--- src/rtl/receivers_top_level_sim.sv ---
// Three-channel biphase-mark receiver: decodes 17-bit words from each light sensor
// and forwards each one as a channel-tagged 3-byte 8N1 packet on tx.
module receivers_top_level_sim #(
   parameter int CLK_HZ    = 25000000,
   parameter int BAUD_DIV  = 217,
   parameter int SHORT_MAX = 12,
   parameter int LONG_MAX  = 24,
   parameter int WORD_BITS = 17
) (
   input  logic clk_25MHz,
   input  logic reset,
   input  logic envelop_wire_0,
   input  logic envelop_wire_1,
   input  logic envelop_wire_2,
   input  logic data_wire_0,
   input  logic data_wire_1,
   input  logic data_wire_2,
   output logic tx
);
   localparam int NCH = 3;
   localparam int BCW = $clog2(WORD_BITS);
   // A non-positive BAUD_DIV falls back to 115200 baud derived from the clock.
   localparam int BAUD_EFF = (BAUD_DIV > 0) ? BAUD_DIV : CLK_HZ / 115200;

   typedef enum logic [1:0] {ST_IDLE, ST_SYNC, ST_HALF} dec_state_e;
   typedef enum logic       {U_IDLE, U_SEND} uart_state_e;

   logic [NCH-1:0]       data_meta_q, data_meta_d, data_sync_q, data_sync_d;
   logic [NCH-1:0]       data_prev_q, data_prev_d;
   logic [NCH-1:0]       env_meta_q, env_meta_d, env_sync_q, env_sync_d;
   logic [NCH-1:0]       edge_det, is_short, tmo, word_done;

   dec_state_e           st_q     [NCH];
   dec_state_e           st_d     [NCH];
   logic [7:0]           cnt_q    [NCH];
   logic [7:0]           cnt_d    [NCH];
   logic [BCW-1:0]       bits_q   [NCH];
   logic [BCW-1:0]       bits_d   [NCH];
   logic [WORD_BITS-1:0] shreg_q  [NCH];
   logic [WORD_BITS-1:0] shreg_d  [NCH];
   logic [WORD_BITS-1:0] new_word [NCH];
   logic [WORD_BITS-1:0] pend_w_q [NCH];
   logic [WORD_BITS-1:0] pend_w_d [NCH];
   logic [NCH-1:0]       pend_v_q, pend_v_d, grant;

   uart_state_e          u_st_q, u_st_d;
   logic [15:0]          baud_q, baud_d;
   logic [3:0]           bit_q, bit_d;
   logic [1:0]           byte_q, byte_d;
   logic [9:0]           frame_q, frame_d;
   logic [15:0]          rest_q, rest_d;
   logic                 uart_free, frame_end;
   logic [1:0]           sel_ch;
   logic [WORD_BITS-1:0] sel_w;

   always_comb begin
      data_meta_d = {data_wire_2, data_wire_1, data_wire_0};
      data_sync_d = data_meta_q;
      data_prev_d = data_sync_q;
      env_meta_d  = {envelop_wire_2, envelop_wire_1, envelop_wire_0};
      env_sync_d  = env_meta_q;
   end

   assign edge_det = data_sync_q ^ data_prev_q;

   always_comb begin
      for (int i = 0; i < NCH; i++) begin
         is_short[i] = cnt_q[i] < 8'(SHORT_MAX);
         tmo[i]      = cnt_q[i] > 8'(LONG_MAX);
      end
   end

   // cnt holds the cycles since the previous edge, so on an edge it equals the interval.
   always_comb begin
      logic do_shift;
      logic bit_val;
      for (int i = 0; i < NCH; i++) begin
         st_d[i]      = st_q[i];
         bits_d[i]    = bits_q[i];
         shreg_d[i]   = shreg_q[i];
         cnt_d[i]     = edge_det[i] ? 8'd1 :
                        ((cnt_q[i] == 8'hFF) ? cnt_q[i] : cnt_q[i] + 8'd1);
         word_done[i] = 1'b0;
         do_shift     = 1'b0;
         bit_val      = 1'b0;
         if (env_sync_q[i]) begin
            st_d[i] = ST_IDLE;
         end else begin
            case (st_q[i])
               ST_IDLE: begin
                  if (edge_det[i]) begin
                     st_d[i]    = ST_SYNC;
                     bits_d[i]  = '0;
                     shreg_d[i] = '0;
                  end
               end
               ST_SYNC, ST_HALF: begin
                  if (edge_det[i] && tmo[i]) begin
                     st_d[i]    = ST_SYNC;
                     bits_d[i]  = '0;
                     shreg_d[i] = '0;
                  end else if (edge_det[i] && st_q[i] == ST_SYNC) begin
                     if (is_short[i]) st_d[i] = ST_HALF;
                     else             do_shift = 1'b1;
                  end else if (edge_det[i]) begin
                     st_d[i] = ST_SYNC;
                     if (is_short[i]) begin
                        do_shift = 1'b1;
                        bit_val  = 1'b1;
                     end else begin
                        bits_d[i]  = '0;
                        shreg_d[i] = '0;
                     end
                  end else if (tmo[i]) begin
                     st_d[i] = ST_IDLE;
                  end
               end
               default: st_d[i] = ST_IDLE;
            endcase
         end
         new_word[i] = {shreg_q[i][WORD_BITS-2:0], bit_val};
         if (do_shift) begin
            shreg_d[i] = new_word[i];
            if (bits_q[i] == BCW'(WORD_BITS - 1)) begin
               word_done[i] = 1'b1;
               bits_d[i]    = '0;
            end else begin
               bits_d[i] = bits_q[i] + BCW'(1);
            end
         end
      end
   end

   // The last cycle of a stop bit counts as free so packets can run back-to-back.
   always_comb begin
      frame_end = (u_st_q == U_SEND) && (baud_q == 16'(BAUD_EFF - 1)) &&
                  (bit_q == 4'd9) && (byte_q == 2'd2);
      uart_free = (u_st_q == U_IDLE) || frame_end;
      grant     = '0;
      sel_ch    = 2'd0;
      sel_w     = pend_w_q[0];
      if (uart_free) begin
         if (pend_v_q[0]) begin
            grant[0] = 1'b1;
            sel_ch   = 2'd0;
            sel_w    = pend_w_q[0];
         end else if (pend_v_q[1]) begin
            grant[1] = 1'b1;
            sel_ch   = 2'd1;
            sel_w    = pend_w_q[1];
         end else if (pend_v_q[2]) begin
            grant[2] = 1'b1;
            sel_ch   = 2'd2;
            sel_w    = pend_w_q[2];
         end
      end
      for (int i = 0; i < NCH; i++) begin
         pend_v_d[i] = pend_v_q[i] & ~grant[i];
         pend_w_d[i] = pend_w_q[i];
         if (word_done[i]) begin
            pend_v_d[i] = 1'b1;
            pend_w_d[i] = new_word[i];
         end
      end
   end

   // frame_q[0] is the bit currently on the line; an all-ones frame is idle.
   always_comb begin
      u_st_d  = u_st_q;
      baud_d  = baud_q;
      bit_d   = bit_q;
      byte_d  = byte_q;
      frame_d = frame_q;
      rest_d  = rest_q;
      if (u_st_q == U_SEND) begin
         if (baud_q == 16'(BAUD_EFF - 1)) begin
            baud_d = '0;
            if (bit_q == 4'd9) begin
               bit_d = '0;
               if (byte_q == 2'd2) begin
                  u_st_d  = U_IDLE;
                  frame_d = '1;
               end else begin
                  byte_d  = byte_q + 2'd1;
                  frame_d = {1'b1, rest_q[15:8], 1'b0};
                  rest_d  = {rest_q[7:0], 8'h00};
               end
            end else begin
               bit_d   = bit_q + 4'd1;
               frame_d = {1'b1, frame_q[9:1]};
            end
         end else begin
            baud_d = baud_q + 16'd1;
         end
      end else begin
         frame_d = '1;
      end
      if (|grant) begin
         u_st_d  = U_SEND;
         baud_d  = '0;
         bit_d   = '0;
         byte_d  = '0;
         frame_d = {1'b1, sel_ch, 5'b00000, sel_w[WORD_BITS-1], 1'b0};
         rest_d  = sel_w[15:0];
      end
   end

   always_ff @(posedge clk_25MHz or posedge reset) begin
      if (reset) begin
         data_meta_q <= '0;
         data_sync_q <= '0;
         data_prev_q <= '0;
         env_meta_q  <= '1;
         env_sync_q  <= '1;
         for (int i = 0; i < NCH; i++) begin
            st_q[i]     <= ST_IDLE;
            cnt_q[i]    <= '0;
            bits_q[i]   <= '0;
            shreg_q[i]  <= '0;
            pend_w_q[i] <= '0;
         end
         pend_v_q <= '0;
         u_st_q   <= U_IDLE;
         baud_q   <= '0;
         bit_q    <= '0;
         byte_q   <= '0;
         frame_q  <= '1;
         rest_q   <= '0;
      end else begin
         data_meta_q <= data_meta_d;
         data_sync_q <= data_sync_d;
         data_prev_q <= data_prev_d;
         env_meta_q  <= env_meta_d;
         env_sync_q  <= env_sync_d;
         for (int i = 0; i < NCH; i++) begin
            st_q[i]     <= st_d[i];
            cnt_q[i]    <= cnt_d[i];
            bits_q[i]   <= bits_d[i];
            shreg_q[i]  <= shreg_d[i];
            pend_w_q[i] <= pend_w_d[i];
         end
         pend_v_q <= pend_v_d;
         u_st_q   <= u_st_d;
         baud_q   <= baud_d;
         bit_q    <= bit_d;
         byte_q   <= byte_d;
         frame_q  <= frame_d;
         rest_q   <= rest_d;
      end
   end

   assign tx = frame_q[0];

endmodule

--- config.mk ---
export PLATFORM = sky130hd
export DESIGN_NAME = receivers_top_level_sim
export DESIGN_NICKNAME = d
export VERILOG_FILES = /design/src/rtl/receivers_top_level_sim.sv
export SDC_FILE = /design/constraint.sdc
export NUM_CORES = 1
export LEC_CHECK = 0
export BUFFER_PORTS_ARGS = -buffer_cell sky130_fd_sc_hd__buf_4
export CORE_MARGIN = 1
export CORE_UTILIZATION = 40
export DETAILED_ROUTE_END_ITERATION = 12
export PLACE_DENSITY_LB_ADDON = 0.05
export SYNTH_ARGS = -nofsm -noshare
export SYNTH_HDL_FRONTEND = slang
export SYNTH_SLANG_ARGS = --single-unit
--- constraint.sdc ---
create_clock -name clk_25MHz -period 6.8 [get_ports clk_25MHz]
set_clock_uncertainty 0.2 [all_clocks]
set_input_delay 0.34 -clock clk_25MHz [delete_from_list [all_inputs] [get_ports clk_25MHz]]
set_output_delay 0.34 -clock clk_25MHz [all_outputs]
set_load 0.02 [all_outputs]
# ---- Word-level counts from Yosys, hierarchy flattened
# Cells that the tools add are included.
dict set report word_totals {
  register_bits 211
  out_inout_bits 1
  input_bits 8
  wordCells 289
}
dict set report op_classes {
  add_sub_neg 9
  n_mux 164
  n_eq_ne 44
  magnitude_cmp 6
  reduce_logical 31
  bitwise 8
}
# op count
set ops {}
lappend ops {{$mux 16} 29}
lappend ops {{$mux 5} 24}
lappend ops {{$pmux 16 s2} 3}
lappend ops {{$mux 17} 4}
lappend ops {{$mux 2} 31}
lappend ops {{$mux 1} 51}
lappend ops {{$mux 8} 6}
lappend ops {{$mux 10} 4}
lappend ops {{$ne 4x4->1 const B} 9}
lappend ops {{$pmux 5 s2} 3}
lappend ops {{$add 8x1->8 const B} 3}
lappend ops {{$eq 8x8->1 const B} 3}
lappend ops {{$gt 8x5->1 const B} 3}
lappend ops {{$lt 8x4->1 const B} 3}
lappend ops {{$ne 3x3->1 const B} 6}
lappend ops {{$ne 6x6->1 const B} 3}
lappend ops {{$reduce_and 6->1} 3}
lappend ops {{$add 16x1->16 const B} 1}
lappend ops {{$eq 16x8->1 const B} 1}
lappend ops {{$mux 4} 4}
lappend ops {{$add 5x1->5 const B} 3}
lappend ops {{$eq 5x5->1 const B} 3}
lappend ops {{$ne 5x5->1 const B} 3}
lappend ops {{$pmux 2 s2} 3}
lappend ops {{23 further kinds} 56}

# ---- Longest topological paths before layout
# Gate-level depths: netlist (run 1).
dict set report logic_depth {
  depth_word 9
  depth_mapped 9
  mapped_depth_nobuf 7
}

# ---- Worst setup path after synthesis (run 1)
# No wires, ideal clock.
dict set report synth_timing {
  kind {register -> register}
  from {reg baud_q[11]}
  to {reg rest_q[15]}
  period_less_slack_ns 2.656
  setup_time_ns 0.143
  path_buffers 2
  t_arrival_ns 2.313
  path_stages_with_launch 8
  setup_slack_ns 4.144
  required_ns 6.457
  path_cell_list {dfrtp_1 -> buf_2 -> or4_4 -> or4_4 -> nor4b_4 -> buf_6 -> mux2i_1 -> a22oi_1}
}
dict set report synth_between {
  elab_chain_cells 9
  elab_cells_between_ends 14
  cone_classes {eq/ne (2); mux (3); reduce/logical (9)}
}
# item line
set synth_lines {}
lappend synth_lines {{start: declaration} 47} ;# logic [15:0] baud_q, baud_d;
lappend synth_lines {{start signal: assignment} 244} ;# baud_q <= baud_d;
lappend synth_lines {{$eq 16x8->1 (*)} {136, 176}}
lappend synth_lines {{$logic_and 1x1->1 (2 in a row)} 136} ;# frame_end = (u_st_q == U_SEND) && (baud_q == 16'(BAUD_EFF - 1)) &&
lappend synth_lines {{$logic_and 1x1->1} 137} ;# (bit_q == 4'd9) && (byte_q == 2'd2);
lappend synth_lines {{$logic_or 1x1->1} 138} ;# uart_free = (u_st_q == U_IDLE) || frame_end;
lappend synth_lines {{$mux 3} 142} ;# if (uart_free) begin
lappend synth_lines {{$reduce_or 3->1} 198} ;# if (|grant) begin
lappend synth_lines {{$ne 2x1->1 (no line) or $reduce_bool 2->1 (tied branches)} n/a}
lappend synth_lines {{$reduce_and 4->1 (no line)} n/a}
lappend synth_lines {{end signal: assignment} 248} ;# rest_q <= rest_d;
lappend synth_lines {{end: declaration} 51} ;# logic [15:0] rest_q, rest_d;
# Mark *: on every way between the ends. The rest lies on a longest branch, timed or not.
# A chain may end at the register's enable or synchronous reset.

# ---- Worst setup path in the final report (run 1)
dict set report layout_timing {
  from {reg baud_q[8]}
  to {reg rest_q[5]}
}
# Same word-level chain as after synthesis.

==> results of run 1 <==
-- cell type report --
cell class | instances | area share [%]
clock inverter | 14 | 2.46
multi-input combinational | 612 | 37.7
tap | 319 | 3.57
inverter | 33 | 1.17
timing repair buffer | 26 | 1.90
clock buffer | 30 | 6.12
sequential | 210 | 47.1
-- metal layers --
layer	global-route usage (%)	part of all wire, %	vias to the layer above	routed length, µm
met3	2.19	3.0	31	638
met5	0	0	-	0
li1	-	-	3289	-
met2	28.2	47	100	9820
met1	24.9	48	3429	10200
met4	4.95	2.0	0	426
-- final timing paths --
| check | slack, ns | to | start |
|---|---|---|---|
| min in group asynchronous | 0.34 | pend_w_q[28]$_DFFE_PP0P_ | reset |
| max reg2reg | 3.38 | rest_q[5]$_DFFE_PP0P_ | baud_q[8]$_DFFE_PP0P_ |
| min reg2reg | 0.15 | data_prev_d[1]$_DFF_PP0_ | data_meta_q[1]$_DFF_PP0_ |
| max in group asynchronous | 4.52 | baud_q[14]$_DFFE_PP0P_ | reset |
| min | 0.15 | data_prev_d[1]$_DFF_PP0_ | data_meta_q[1]$_DFF_PP0_ |
| max | 3.38 | rest_q[5]$_DFFE_PP0P_ | baud_q[8]$_DFFE_PP0P_ |
-- power by group through the flow --
stage | Sequential (mW) | Combinational, mW | Clock, mW
floorplan | 1.37 | 0.219 | 0
global placement | 1.39 | 0.267 | 0
detailed placement | 1.40 | 0.285 | 0
CTS | 1.37 | 0.292 | 1.58
global route | 1.38 | 0.328 | 1.62
finish | 1.37 | 0.285 | 1.54
-- cell families (layout without fill, tap and decap cells) --
logic type      Yosys count  count (layout)
fa+ha+maj                26              26
simple gates            275             275
xor+xnor                 23              23
flops                   210             210
mux                      65              65
compound gates          223             223
buf+inv                  76             103
-- repair_timing --
action | CTS | global route
buffers inserted | 0 | 0
hold endpoints to repair | 132 | 0
hold buffers | 7 | 0
-- worst max-delay path: cells and delay by family, from the launching register on --
family | cells | cell delay [ns]
AND/OR/NAND/NOR | 4 | 2.36
flip-flops | 1 | 0.42
AO/OA/AOI/OAI | 1 | 0.31
-- registers in the layout, summed over array words and instances, names as in the netlist --
| name | cells |
|---|---|
| bit_q | 4 |
| data_prev_q | 3 |
| pend_v_q | 3 |
| env_meta_q | 3 |
| env_sync_q | 3 |
| data_prev_d | 3 |
| new_word | 48 |
| frame_q | 9 |
| bits_q | 15 |
| cnt_q | 24 |
| pend_w_q | 51 |
| baud_q | 16 |
| u_st_q | 1 |
| data_meta_q | 3 |
| st_q | 6 |
| rest_q | 16 |
| byte_q | 2 |
-- through the flow --
stage / std cells / worst slack, ns / hold WS [ns]
2_1_floorplan: 898 / 0.547 / 0.131
3_3_place_gp: 1193 / 3.47 / 0.132
3_5_place_dp: 1193 / 3.39 / 0.136
4_1_cts: 1244 / 3.39 / 0.149
5_1_grt: 1244 / 3.23 / 0.153
6_report: 1244 / 3.38 / 0.148
-- cell usage in the layout (no fill, tap or decap), types with 9 or more instances in the layout --
master     instances
a21oi_1           29
mux2_2            48
xor2_1            10
inv_1             32
ha_1              26
o211ai_1           9
nand3_1           34
nand4_1           14
dfrtp_1          195
dfstp_2           15
buf_4             19
a31oi_1           15
mux2i_1           16
and3_1            15
nor3_1            20
a22o_1            60
nand2_1           80
clkbuf_16         25
xnor2_1           13
nor2_1            53
o21ai_0           58
==> flow_metrics.py, run 1 <==
metrics = {
    "status": {
        "status": "completed",
    },
    "timing": {
        "finalSetupTns_ns": 0,
        "tightest_slew_ns": 1.02,
        "final_hold_viol_count": 0,
        "period_minus_slack_ns": 3.42,
        "fmax_ghz": 0.293,
        "final.period_utilization_pct": 50.2,
        "slew_headroom_pct": 32.1,
        "setup_viol": 0,
        "rsz0062_at_grt": "no",
        "drv_slew": 0,
    },
    "synthesis": {
        "ys.flop_type": "dfrtp_1",
        "synth-edff-count": 0,
        "synth_top_family_by_area": "compound AO/OA/AOI/OAI gates",
        "synth_area_um2": 9760,
        "synthCells": 898,
        "synth_area_leaders": "dfrtp_1 50%, mux2_2 5.5%, a22o_1 5.4%",
        "synth_xor_area_share_pct": 2.06,
        "synth_compound_area_share_pct": 16.1,
        "synth_mux_area_share_pct": 7.29,
        "ys_types": 66,
        "syn_avg_cell_area_um2": 10.9,
        "yosys.area_share.adder_pct": 3.33,
        "synth_top_area_share_pct": 50.0,
        "synth-seq-cells": 210,
        "mappedNetlistNets": 932,
        "synthSimpleGateAreaFrac_pct": 14.2,
        "async_reset_ff_share_pct": 100,
        "yosysMostFrequentCell": "dfrtp_1",
        "synth_top_area_cell": "dfrtp_1",
        "yosys_warnings": 0,
        "ys_top_cells_by_count": "195 x dfrtp_1, 80 x nand2_1, 60 x a22o_1",
        "yosysSeqAreaShare_pct": 54.0,
    },
    "final_layout": {
        "final-seq-area_um2": 5270,
        "nets": 941,
        "diodes": 0,
        "fin_area_um2": 11200,
        "area_delta_synth_final_pct": 14.6,
        "multi_input_area_um2": 4220,
        "fill_cells": 2261,
        "fin_util_pct": 47.3,
        "drive_above_1_share_pct": 15.0,
    },
    "power": {
        "pwr-share-comb_pct": 8.9,
        "p_switching_mw": 0.763,
        "power.internal_mw": 2.44,
        "seqPwrFrac_pct": 42.9,
        "switching_share_pct": 23.9,
        "power.density_nw_per_um2": 286,
        "leakage_nw": 5.13,
        "vdd_ir_drop_max_v": 0.000192,
        "pwr-share-clk_pct": 48.2,
        "total_power_mw": 3.20,
    },
    "clock_tree": {
        "insertion_delay_ns": 0.52,
        "cts_sinks": 210,
        "htreeDepth": 1,
        "cts-buffers-inserted": 24,
        "cts.repair.resized": 0,
        "cts_root_buffer": "clkbuf_16",
        "cts.path.max_buffers": 3,
        "clk_pin_slew_worst_paths_ns": 0.06,
        "cts_tree": "yes",
    },
    "worst_setup_path": {
        "worstPathRequired_ns": 7.00,
        "worstSetupPathType": "register to register",
        "cp-end-kind": "register",
        "cp_cell_sequence": "or4_1, or4_4, nor4b_4, nor2_1, a22o_1",
        "critPathLaunchType": "register",
        "worstRegToRegCells": 5,
        "slowest_stage": "nor4b_4",
        "worstPathMaxFanout": 13,
        "slowest_delay_ns": 0.82,
        "cp.arrival_ns": 3.62,
    },
    "min_path": {
        "min_path_type": "register to register",
        "hold_path_depth": 0,
    },
    "floorplanning": {
        "die-area_um2": 25000,
        "start_util_pct": 41.2,
        "die_h_um": 158,
        "rows": 56,
        "core_um2": 23700,
        "ioPinCount": 9,
        "die_w_um": 158,
    },
    "place": {
        "port_buffers": 8,
        "dp_hpwl_um": 13700,
        "gp_congestion": 0.791,
        "placed_cell_area_um2": 10200,
    },
    "grt": {
        "first_global_vias": 6872,
        "grt_start_max_net_pins": 132,
        "antenna_found_initial": 0,
        "grt_pass1_wl_um": 35300,
        "grt_util_all_layers_pct": 17.6,
        "grt-ovfl-total": 0,
    },
    "job": {
        "cap_violations": 0,
    },
    "detailed_routing": {
        "dr_total_vias": 6849,
        "drtIter0Drc": 385,
        "routed_wl_um": 21100,
        "drt_pre_antenna_iters": 5,
        "drc": 0,
        "wl_per_cell_um": 16.9,
        "ant_nets": 0,
        "via_per_inst": 5.51,
    },
}
No activity file was read; power rests on OpenSTA's default activity.
==> inputs of run 2 (changes only) <==
==> constraint.sdc (replaced) <==
create_clock -name clk_25MHz -period 3 [get_ports clk_25MHz]
set_clock_uncertainty 0.2 [all_clocks]
set_input_delay 0.15 -clock clk_25MHz [delete_from_list [all_inputs] [get_ports clk_25MHz]]
set_output_delay 0.15 -clock clk_25MHz [all_outputs]
set_load 0.02 [all_outputs]
==> run 2 against run 1 <==
Against the previous run: sequential share of layout area shrank 0.32 points; clock power grew 100%; combinational power grew 130%; sequential power grew 130%; global-route usage grew 0.42 points; non-clock buffer count grew 20; fmax grew 19%; largest power group unchanged; critical path type unchanged.
==> flow_metrics.py, run 2 (synthesis gave the netlist of run 1 again) <==
metrics = {
    "detailed_routing": {
        "dr_total_vias": 6957,
        "routed_wl_um": 21200,
        "drtIter0Drc": 448,
        "ant_nets": 0,
        "via_per_inst": 5.50,
        "drc": 0,
        "wl_per_cell_um": 16.7,
        "drt_pre_antenna_iters": 4,
    },
    "clock_tree": {
        "cts-buffers-inserted": 24,
        "cts.path.max_buffers": 3,
        "cts_tree": "yes",
        "htreeDepth": 1,
        "clk_pin_slew_worst_paths_ns": 0.06,
        "cts_root_buffer": "clkbuf_16",
        "postCtsSetupRepairBufs": 0,
        "insertion_delay_ns": 0.52,
        "cts_sinks": 210,
    },
    "job": {
        "cap_violations": 0,
    },
    "timing": {
        "fmax_ghz": 0.350,
        "finalSetupTns_ns": 0,
        "slew_headroom_pct": 27.4,
        "period_minus_slack_ns": 2.86,
        "final_hold_viol_count": 0,
        "final.period_utilization_pct": 95.3,
        "drv_slew": 0,
        "rsz0062_at_grt": "no",
        "tightest_slew_ns": 1.09,
        "finalWorstSetupSlack_ns": 0.140,
        "setup_viol": 0,
        "whs_ns": 0.0861,
    },
    "final_layout": {
        "largest_reg_flops": 51,
        "multi_input_area_um2": 4220,
        "fill_cells": 2218,
        "area_delta_synth_final_pct": 15.4,
        "fin_cells": 1264,
        "final_common_cell": "dfrtp_1",
        "diodes": 0,
        "drive_above_1_share_pct": 16.5,
        "top_register": "pend_w_q",
        "fin_util_pct": 47.6,
        "final-seq-area_um2": 5270,
        "nets": 961,
        "layout_common_cells": "195 x dfrtp_1, 80 x nand2_1, 60 x a22o_1",
        "fin_area_um2": 11300,
    },
    "min_path": {
        "holdCritStartpoint": "data_wire_0",
        "holdPathEnd": "data_meta_q[0]$_DFF_PP0_",
        "hold_path_depth": 2,
        "min_path_type": "input pin to register",
    },
    "power": {
        "total_power_mw": 6.88,
        "leakage_nw": 5.18,
        "power.density_nw_per_um2": 610,
        "vdd_ir_drop_max_v": 0.000371,
    },
    "worst_setup_path": {
        "reg2reg_from": "baud_q[0]$_DFFE_PP0P_",
        "worstRegToRegCells": 8,
        "cp-end-kind": "register",
        "critPathLaunchType": "register",
        "worstSetupPathType": "register to register",
        "r2r-end": "rest_q[9]$_DFFE_PP0P_",
        "reg2reg_slack_ns": 0.14,
        "worstPathRequired_ns": 3.14,
        "worstPathMaxFanout": 10,
        "cp.arrival_ns": 3.00,
    },
    "floorplanning": {
        "ioPinCount": 9,
        "die_h_um": 158,
        "die_w_um": 158,
        "start_util_pct": 41.2,
        "core_um2": 23700,
        "die-area_um2": 25000,
        "rows": 56,
    },
    "grt": {
        "grt_pass1_wl_um": 36200,
        "grt_start_max_net_pins": 98,
        "grt_util_all_layers_pct": 18.0,
        "antenna_found_initial": 0,
        "grt-ovfl-total": 0,
        "first_global_vias": 6942,
    },
    "place": {
        "dp_cells": 1212,
        "port_buffers": 8,
        "preCtsSetupSlack_ns": 0.109,
        "placed_cell_area_um2": 10300,
        "dp_hpwl_um": 14200,
        "gp_congestion": 0.803,
    },
    "status": {
        "status": "completed",
    },
}
==> run 2: report_power, final <==
group / internal [mW] / switching [mW]
combinational: 0.262 / 0.386
sequential: 2.97 / 0.143
clock: 1.96 / 1.16
total: 5.19 / 1.68
==> run 2: worst max-delay path by stage <==
stage / start / to
2_1_floorplan: reset / baud_q[0]$_DFFE_PP0P_
3_3_place_gp: baud_q[8]$_DFFE_PP0P_ / rest_q[9]$_DFFE_PP0P_
3_5_place_dp: baud_q[8]$_DFFE_PP0P_ / rest_q[9]$_DFFE_PP0P_
4_1_cts: baud_q[8]$_DFFE_PP0P_ / rest_q[8]$_DFFE_PP0P_
5_1_grt: baud_q[0]$_DFFE_PP0P_ / rest_q[13]$_DFFE_PP0P_
6_report: baud_q[0]$_DFFE_PP0P_ / rest_q[9]$_DFFE_PP0P_
==> run 2: timing repair <==
| item | CTS | global route |
|---|---|---|
| endpoints found under the setup margin | 0 | 5 |
| resized for setup | 0 | 2 |
| hold buffers | 8 | 0 |
| endpoints found under the hold margin | 201 | 0 |
==> run 2: layer usage <==
layer / vias to the layer above / global-route usage [%] / wire length, µm
li1: 3328 / - / -
met1: 3507 / 26.0 / 10400
met2: 95 / 28.6 / 9690
met3: 27 / 2.57 / 718
met4: 0 / 4.12 / 369
met5: - / 0 / 0
==> run 2: layout make-up <==
type                    count  share of cell area, %
multi-input cells         612                   37.4
flip-flops and latches    210                   46.8
repair buffers             46                   3.50
clock inverters            11                   1.42
well taps                 319                   3.54
inverters                  33                   1.13
clock buffers              33                   6.17
==> run 2: critical path, cell delays in order, from the launching register on <==
cell     delay, ns
dfrtp_1       0.43
inv_1         0.08
ha_1          0.13
or3b_2        0.50
or4_4         0.49
nor4b_4       0.32
buf_6         0.22
mux2i_1       0.21
a22oi_1       0.09
